File: src/rtl/scalar_mult_sched.sv
// scalar_mult_sched
//   Left-to-right double-and-add sequencer for k*P. A scalar is latched on
//   start and scanned MSB-first. Leading zeros are skipped one bit per cycle.
//   At the first set bit a LOAD is issued. Each following bit gets a DBL, and
//   also an ADD when that bit is set. Only one command is in flight at a time.
//
// Ports
//   i_clk       clock, rising edge
//   i_rst       synchronous active-high reset
//   i_start     start pulse, accepted only when idle
//   i_k         scalar, latched on accepted start
//   i_op_done   point-op unit finished the current command
//   o_op_req    1-cycle command strobe
//   o_op_sel    command: 00 LOAD, 01 DBL, 10 ADD
//   o_bit_idx   key bit currently being processed
//   o_busy      ladder in progress
//   o_done      1-cycle completion pulse
//   o_zero      k was zero (valid with o_done, held until next start)
module scalar_mult_sched #(
  parameter int KEY_W = 32,
  parameter int IDX_W = 5
) (
  input  logic             i_clk,
  input  logic             i_rst,
  input  logic             i_start,
  input  logic [KEY_W-1:0] i_k,
  input  logic             i_op_done,
  output logic             o_op_req,
  output logic [1:0]       o_op_sel,
  output logic [IDX_W-1:0] o_bit_idx,
  output logic             o_busy,
  output logic             o_done,
  output logic             o_zero
);

  typedef enum logic [2:0] {IDLE, SCAN, ISSUE, WAIT, DONE} state_t;

  localparam logic [1:0]       OP_LOAD = 2'b00;
  localparam logic [1:0]       OP_DBL  = 2'b01;
  localparam logic [1:0]       OP_ADD  = 2'b10;
  localparam logic [IDX_W-1:0] IDX_TOP = IDX_W'(KEY_W - 1);

  state_t           state;
  logic [KEY_W-1:0] k_r;
  logic             cur_bit;
  logic             last_bit;

  // o_bit_idx doubles as the scan pointer. o_op_sel doubles as the
  // current-command register, so it naturally holds through WAIT.
  assign cur_bit  = k_r[o_bit_idx];
  assign last_bit = (o_bit_idx == '0);

  always_ff @(posedge i_clk) begin
    if (i_rst) begin
      state     <= IDLE;
      k_r       <= '0;
      o_op_req  <= 1'b0;
      o_op_sel  <= OP_LOAD;
      o_bit_idx <= '0;
      o_busy    <= 1'b0;
      o_done    <= 1'b0;
      o_zero    <= 1'b0;
    end else begin
      o_op_req <= 1'b0;
      o_done   <= 1'b0;
      case (state)
        IDLE: begin
          if (i_start) begin
            k_r       <= i_k;
            o_bit_idx <= IDX_TOP;
            o_busy    <= 1'b1;
            o_zero    <= 1'b0;
            state     <= SCAN;
          end
        end
        SCAN: begin
          if (cur_bit) begin
            o_op_sel <= OP_LOAD;
            o_op_req <= 1'b1;
            state    <= ISSUE;
          end else if (last_bit) begin
            // All bits are zero. The result is the point at infinity and no
            // command is issued.
            o_zero <= 1'b1;
            o_done <= 1'b1;
            o_busy <= 1'b0;
            state  <= DONE;
          end else begin
            o_bit_idx <= o_bit_idx - 1'b1;
          end
        end
        ISSUE: state <= WAIT;
        WAIT: begin
          // Done pulses outside WAIT fall through the other states untouched.
          if (i_op_done) begin
            if (o_op_sel == OP_DBL && cur_bit) begin
              // The doubled bit is set, so add P at the same index.
              o_op_sel <= OP_ADD;
              o_op_req <= 1'b1;
              state    <= ISSUE;
            end else if (last_bit) begin
              o_done <= 1'b1;
              o_busy <= 1'b0;
              state  <= DONE;
            end else begin
              o_bit_idx <= o_bit_idx - 1'b1;
              o_op_sel  <= OP_DBL;
              o_op_req  <= 1'b1;
              state     <= ISSUE;
            end
          end
        end
        DONE:    state <= IDLE;
        default: state <= IDLE;
      endcase
    end
  end

endmodule

File: config.mk
export PLATFORM = sky130hd
export DESIGN_NAME = scalar_mult_sched
export DESIGN_NICKNAME = d
export VERILOG_FILES = /design/src/rtl/scalar_mult_sched.sv
export SDC_FILE = /design/constraint.sdc
export NUM_CORES = 1
export LEC_CHECK = 0
export CAP_MARGIN = 25
export CORE_MARGIN = 4
export CORE_UTILIZATION = 50
export CTS_BUF_LIST = sky130_fd_sc_hd__clkbuf_16
export DETAILED_ROUTE_END_ITERATION = 12
export PLACE_DENSITY = 0.79
export SLEW_MARGIN = 20
export SYNTH_ARGS = -nofsm -noshare
export SYNTH_HDL_FRONTEND = slang
export SYNTH_SLANG_ARGS = --single-unit
File: constraint.sdc
create_clock -name i_clk -period 3 [get_ports i_clk]
set_clock_uncertainty 0.05 [all_clocks]
set_input_delay 0.45 -clock i_clk [delete_from_list [all_inputs] [get_ports i_clk]]
set_output_delay 0.45 -clock i_clk [all_outputs]
set_load 0.02 [all_outputs]
# [Word level (Yosys, flattened, before mapping)]
# Index checks and enable logic that the tools add are counted.
[word_totals] wordCells=73 rom_bits=0 memories=0 output_inout_bits=11 register_bits=46 latchBits=0 ram_bits=0 inputBits=36
[op_classes] reduce_logical=11 muxes=40 shift=0 n_mul=0 n_eq_ne=12 n_div=0 magnitude_cmp=1 add_sub_neg=1 bitwise_logic=0
[ops] cell="2-to-1 mux 5 bit" count=5
[ops] cell="2-to-1 mux 3 bit" count=6
[ops] cell="2-to-1 mux 1 bit" count=17
[ops] cell="one-hot mux 5 bit (3 select lines)" count=1
[ops] cell="!= test 2 bit, second input constant" count=6
[ops] cell="one-hot mux 3 bit (4 select lines)" count=1
[ops] cell="2-to-1 mux 2 bit" count=4
[ops] cell="AND reduction 4 bit" count=2
[ops] cell="== test 3 x 2 -> 1 bit, second input constant" count=2
[ops] cell="< comparator 5 x 6 -> 1 bit, second input constant" count=1
[ops] cell="!= test 3 bit, second input constant" count=2
[ops] cell="one-hot mux 1 bit (2 select lines)" count=3
[ops] cell="binary-select mux 1 bit (select 5 bit)" count=1
[ops] cell="logical NOT 5 bit" count=1
[ops] cell="AND reduction 5 bit" count=1
[ops] cell="subtractor 5 x 1 -> 5 bit, second input constant" count=1
[ops] cell="one-hot mux 2 bit (2 select lines)" count=1
[ops] cell="nonzero test 2 bit" count=2
[ops] cell="== test 3 x 1 -> 1 bit, second input constant" count=1
[ops] cell="logical NOT 3 bit" count=1
[ops] cell="one-hot mux 1 bit (3 select lines)" count=1
[ops] cell="AND reduction 3 bit" count=1
[ops] cell="nonzero test 3 bit" count=1
[ops] cell="== test 2 x 1 -> 1 bit, second input constant" count=1
[ops] cell="2 further kinds" count=2

# [Depth between registers and ports, before layout]
# Gate-level depths: netlist of run 1.
[depth] ltp_word=6 ltp_mapped=10

# [Worst setup path after synthesis of run 1]
# OpenSTA, ideal clock, no wires.
[synth_timing] path_kind="reg2reg" start="register o_bit_idx[1]" end="register o_bit_idx[2]" stages_incl_launch_ff=11 slack_ns=0.548 setup_ns=0.091 required_time_ns=2.859 n_path_buf=2 arrival_time_ns=2.311 path_cell_list="dfxtp_1 buf_6 buf_4 inv_1 ha_1 or4b_2 nand3_1 a21o_1 a41oi_1 and2_1 a311oi_1"
[synth_via] elab_chain_len=5
[synth_lines] element="start: declaration" line="30" source="output logic [IDX_W-1:0] o_bit_idx,"
[synth_lines] element="start signal: assignment" line="89" source="o_bit_idx <= o_bit_idx - 1'b1;"
[synth_lines] element="start signal: assignment" line="106" source="o_bit_idx <= o_bit_idx - 1'b1;"
[synth_lines] element="subtractor 5 x 1 -> 5 bit (tied with other cells)" line="89, 106"
[synth_lines] element="2-to-1 mux 5 bit / 2-to-1 mux 1 bit (equally long branches)" line="81, 101, 50"
[synth_lines] element="2-to-1 mux 5 bit / logical AND 1 bit (equally long branches)" line="96" source="if (o_op_sel == OP_DBL && cur_bit) begin"
[synth_lines] element="2-to-1 mux 5 bit / != test 2 bit (equally long branches)"
[synth_lines] element="one-hot mux 5 bit (3 select lines) / AND reduction 5 bit (equally long branches)"
# Parallel ways exist; a longest one is shown, timed or not. The select of a mux whose other input is x is not followed.
# A chain may end at the register's enable or synchronous reset.

# [Worst setup path after layout of run 1]
# Ends and elaborated chain as after synthesis.

==> impl_metrics.env, run 1 <==
export IMPL_io_pins=47
export IMPL_n_antenna_cell=0
export IMPL_ctsRootBufferMaster="clkbuf_16"
export IMPL_syn_instance_count=270
export IMPL_unrepaired_setup_endpoints_after_global_routing="false"
export IMPL_core_rowCount=23
export IMPL_synth_area_leader_cell="dfxtp_1"
export IMPL_post_cts_buffers=0
export IMPL_min_path_type="flip-flop to flip-flop"
export IMPL_initial_utilization=0.532
export IMPL_die_h_microns=74.4
export IMPL_crit_fanout=15
export IMPL_post_synth_num_cell_types=42
export IMPL_worstPathRequired_ps=3130
export IMPL_drc=0
export IMPL_layout_area_overhead_pct=27.7
export IMPL_first_pass_grt_wire_length_microns=8290
export IMPL_io_buffers=46
export IMPL_synth_area_sq_um=2210
export IMPL_synth_top_flop_cell="dfxtp_1"
export IMPL_critical_path_class="flip-flop to flip-flop"
export IMPL_timing_critical_path_arrival_ps=2840
export IMPL_synth_area_leaders="dfxtp_1 42%, nand2_1 12%, a21oi_1 8.8%, mux4_2 4.1%, clkbuf_1 2.7%"
export IMPL_critical_path_max_stage_delay_ps=700
export IMPL_routed_via_count=1997
export IMPL_critical_path_cell_chain="mux4_2 > mux2i_1 > nand3b_1 > a41oi_1 > a21oi_1 > a311oi_1"
export IMPL_max_cap_viol_count=0
export IMPL_cts_resized=0
export IMPL_worstSetupStartpointType="flip-flop"
export IMPL_final_setup_tns_ps=0
export IMPL_synth_edf_count=0
export IMPL_hold_viol=0
export IMPL_yosysTopAreaCellShare=0.417
export IMPL_area_used_by_multi_input_combinational_logic_sq_um=1180
export IMPL_cts_buffers_inserted=5
export IMPL_grt_start_max_net_pins=33
export IMPL_worst_setup_path_end_kind="flip-flop"
export IMPL_final_layout_size_suffix_gt1_frac=0.0752
export IMPL_fillCellCount=336
export IMPL_fin_crit_share=0.905
export IMPL_grt_pass1_vias=1888
export IMPL_final_max_slew_viol_count=0
export IMPL_fin_crit_ps=2710
export IMPL_clock_insertion_delay_worst_skew_ps=280
export IMPL_gp_congestion=0.880
export IMPL_place_inst=348
export IMPL_seq_area_sq_um=921
export IMPL_slew_headroom=0.362
export IMPL_drt_pass1_iterations=4
export IMPL_drt_first_iter_violations=173
export IMPL_outcome="complete, no violations"
export IMPL_synthArstFlopShare=0
export IMPL_achievable_frequency_mhz=368
export IMPL_die_area_sq_um=5540
export IMPL_grt_overflow_total=0
export IMPL_tritoncts_clock_tree="yes"
export IMPL_cellLeakagePower_nw=1.00
export IMPL_postCtsHoldBufs=0
export IMPL_setup_violations_final=0
export IMPL_die_w_microns=74.4
export IMPL_core_area_sq_um=4140
export IMPL_ctsLongestPathBuffers=2
export IMPL_wl_cell_microns=13.8
export IMPL_wl_microns=4930
export IMPL_detailed_place_hpwl_microns=3540
export IMPL_worst_setup_hold_path_clk_slew_ps=60
export IMPL_layoutNonFillerInstCount=356
export IMPL_antenna_violations_before_repair=0
export IMPL_globalRouteTotalUtil=0.191
export IMPL_synthesis_nets=308
export IMPL_power_per_cell_area_nw_per_um2=942
export IMPL_share_of_the_yosys_chip_area_belonging_to_registers=0.417
export IMPL_ys_warnings=0
export IMPL_cts_htree_levels=2
export IMPL_nNetsFinal=343
export IMPL_power_ir_vdd_worst_mv=0.442
export IMPL_vias_per_cell=5.61
export IMPL_cts_sinks=46
export IMPL_tightest_slew_ps=954
export IMPL_final_antenna_net_count=0
export IMPL_crit_slowest_cell="dfxtp_1"
export IMPL_syn_mean_instance_area_sq_um=8.17
export IMPL_ys_ff_latch=46
registers in the layout, indices dropped and copies added (netlist names):
name	flops
k_r	32
o_bit_idx	5
o_busy	1
o_done	1
o_op_req	1
o_op_sel	2
o_zero	1
state	3
power by group:
part           total, mW  switching, mW  internal (mW)  leakage, nW
Clock              0.536          0.228          0.308       0.0698
Combinational       1.13          0.621          0.511        0.554
Sequential         0.984          0.217          0.768        0.377
through the flow:
step	total power, mW	setup WS [ps]	util	hold WS, ps	cell area (sq um)
after floorplan	1.83	548	-	382	2210
after global placement	2.09	387	0.644	391	2670
after detailed placement	2.12	318	0.644	396	2670
after CTS	2.66	293	0.680	405	2820
after global routing	2.86	49.4	0.680	427	2820
final	2.65	285	0.680	404	2820
critical path: cells and delay by family, from the launching register on:
family | cells | cell delay [ps]
mux | 2 | 810
simple gates | 1 | 170
flops | 1 | 700
compound gates | 3 | 880
Yosys cell counts, drive strengths merged, types with 5 or more instances:
cell type,count
nand3,10
buf,6
clkbuf,16
nor3,7
mux4,5
a21oi,39
nand2,69
mux2i,5
nand2b,6
nor2,9
nor2b,5
dfxtp,46
layout by cell type, fill, tap and decap left out, drive strengths merged, types with 3 or more instances in the layout:
| master | synthesis | final |
|---|---|---|
| mux2 | 3 | 3 |
| mux2i | 5 | 5 |
| nand4 | 3 | 3 |
| nand2b | 6 | 6 |
| nor3 | 7 | 7 |
| nor2b | 5 | 5 |
| clkdlybuf4s50 | 0 | 46 |
| nand2 | 69 | 69 |
| nand3 | 10 | 10 |
| nor4 | 3 | 3 |
| a31oi | 3 | 3 |
| nor2 | 9 | 9 |
| dfxtp | 46 | 46 |
| a311oi | 4 | 4 |
| mux4 | 5 | 5 |
| buf | 6 | 4 |
| clkbuf | 16 | 5 |
| a21oi | 39 | 39 |
cell families (layout without fill, tap and decap cells):
| family | after synthesis | count (layout) | share of synthesized area |
|---|---|---|---|
| simple gates | 122 | 122 | 0.256 |
| compound gates | 63 | 63 | 0.174 |
| flops | 46 | 46 | 0.417 |
| buf+inv | 24 | 60 | 0.0505 |
| mux | 13 | 13 | 0.0908 |
| fa+ha+maj | 2 | 2 | 0.0113 |
routing by layer:
| layer | GRT usage | part of all wire | routed length [microns] |
|---|---|---|---|
| met3 | 0.0527 | 0.041 | 202 |
| met5 | 0 | 0 | 0 |
| met2 | 0.319 | 0.48 | 2390 |
| met1 | 0.233 | 0.46 | 2240 |
| met4 | 0.0771 | 0.019 | 94 |
worst paths after layout:
kind	cells past startpoint	to	startpoint	slack, ps
hold reg to reg	2	k_r[0]$_SDFFE_PP0P_	k_r[0]$_SDFFE_PP0P_	400
hold / removal	2	k_r[0]$_SDFFE_PP0P_	k_r[0]$_SDFFE_PP0P_	400
setup reg to reg	6	o_bit_idx[2]$_SDFFE_PP0P_	o_bit_idx[1]$_SDFFE_PP0P_	290
setup / recovery	6	o_bit_idx[2]$_SDFFE_PP0P_	o_bit_idx[1]$_SDFFE_PP0P_	290
layout make-up:
type | count | area share
clock inverter | 3 | 0.00755
inverter | 2 | 0.00267
clock buffer | 5 | 0.0444
multi-input combinational | 200 | 0.418
tap | 50 | 0.0222
sequential | 46 | 0.327
timing repair buffer | 50 | 0.179
No activity file was read; power rests on OpenSTA's default activity.
==> run 2, diff against run 1 <==
- MAX_ROUTING_LAYER: default -> met4
==> results of run 2 <==
No change in the layout: final DEF, timing and power equal those of run 1.
Among the figures that moved: final weighted congestion in routability-driven placement 0.880 -> 0.895; via count of the first global-routing pass 1888 -> 1894; overall routing resource usage 0.191 -> 0.196; met3 usage 0.0527 -> 0.0446
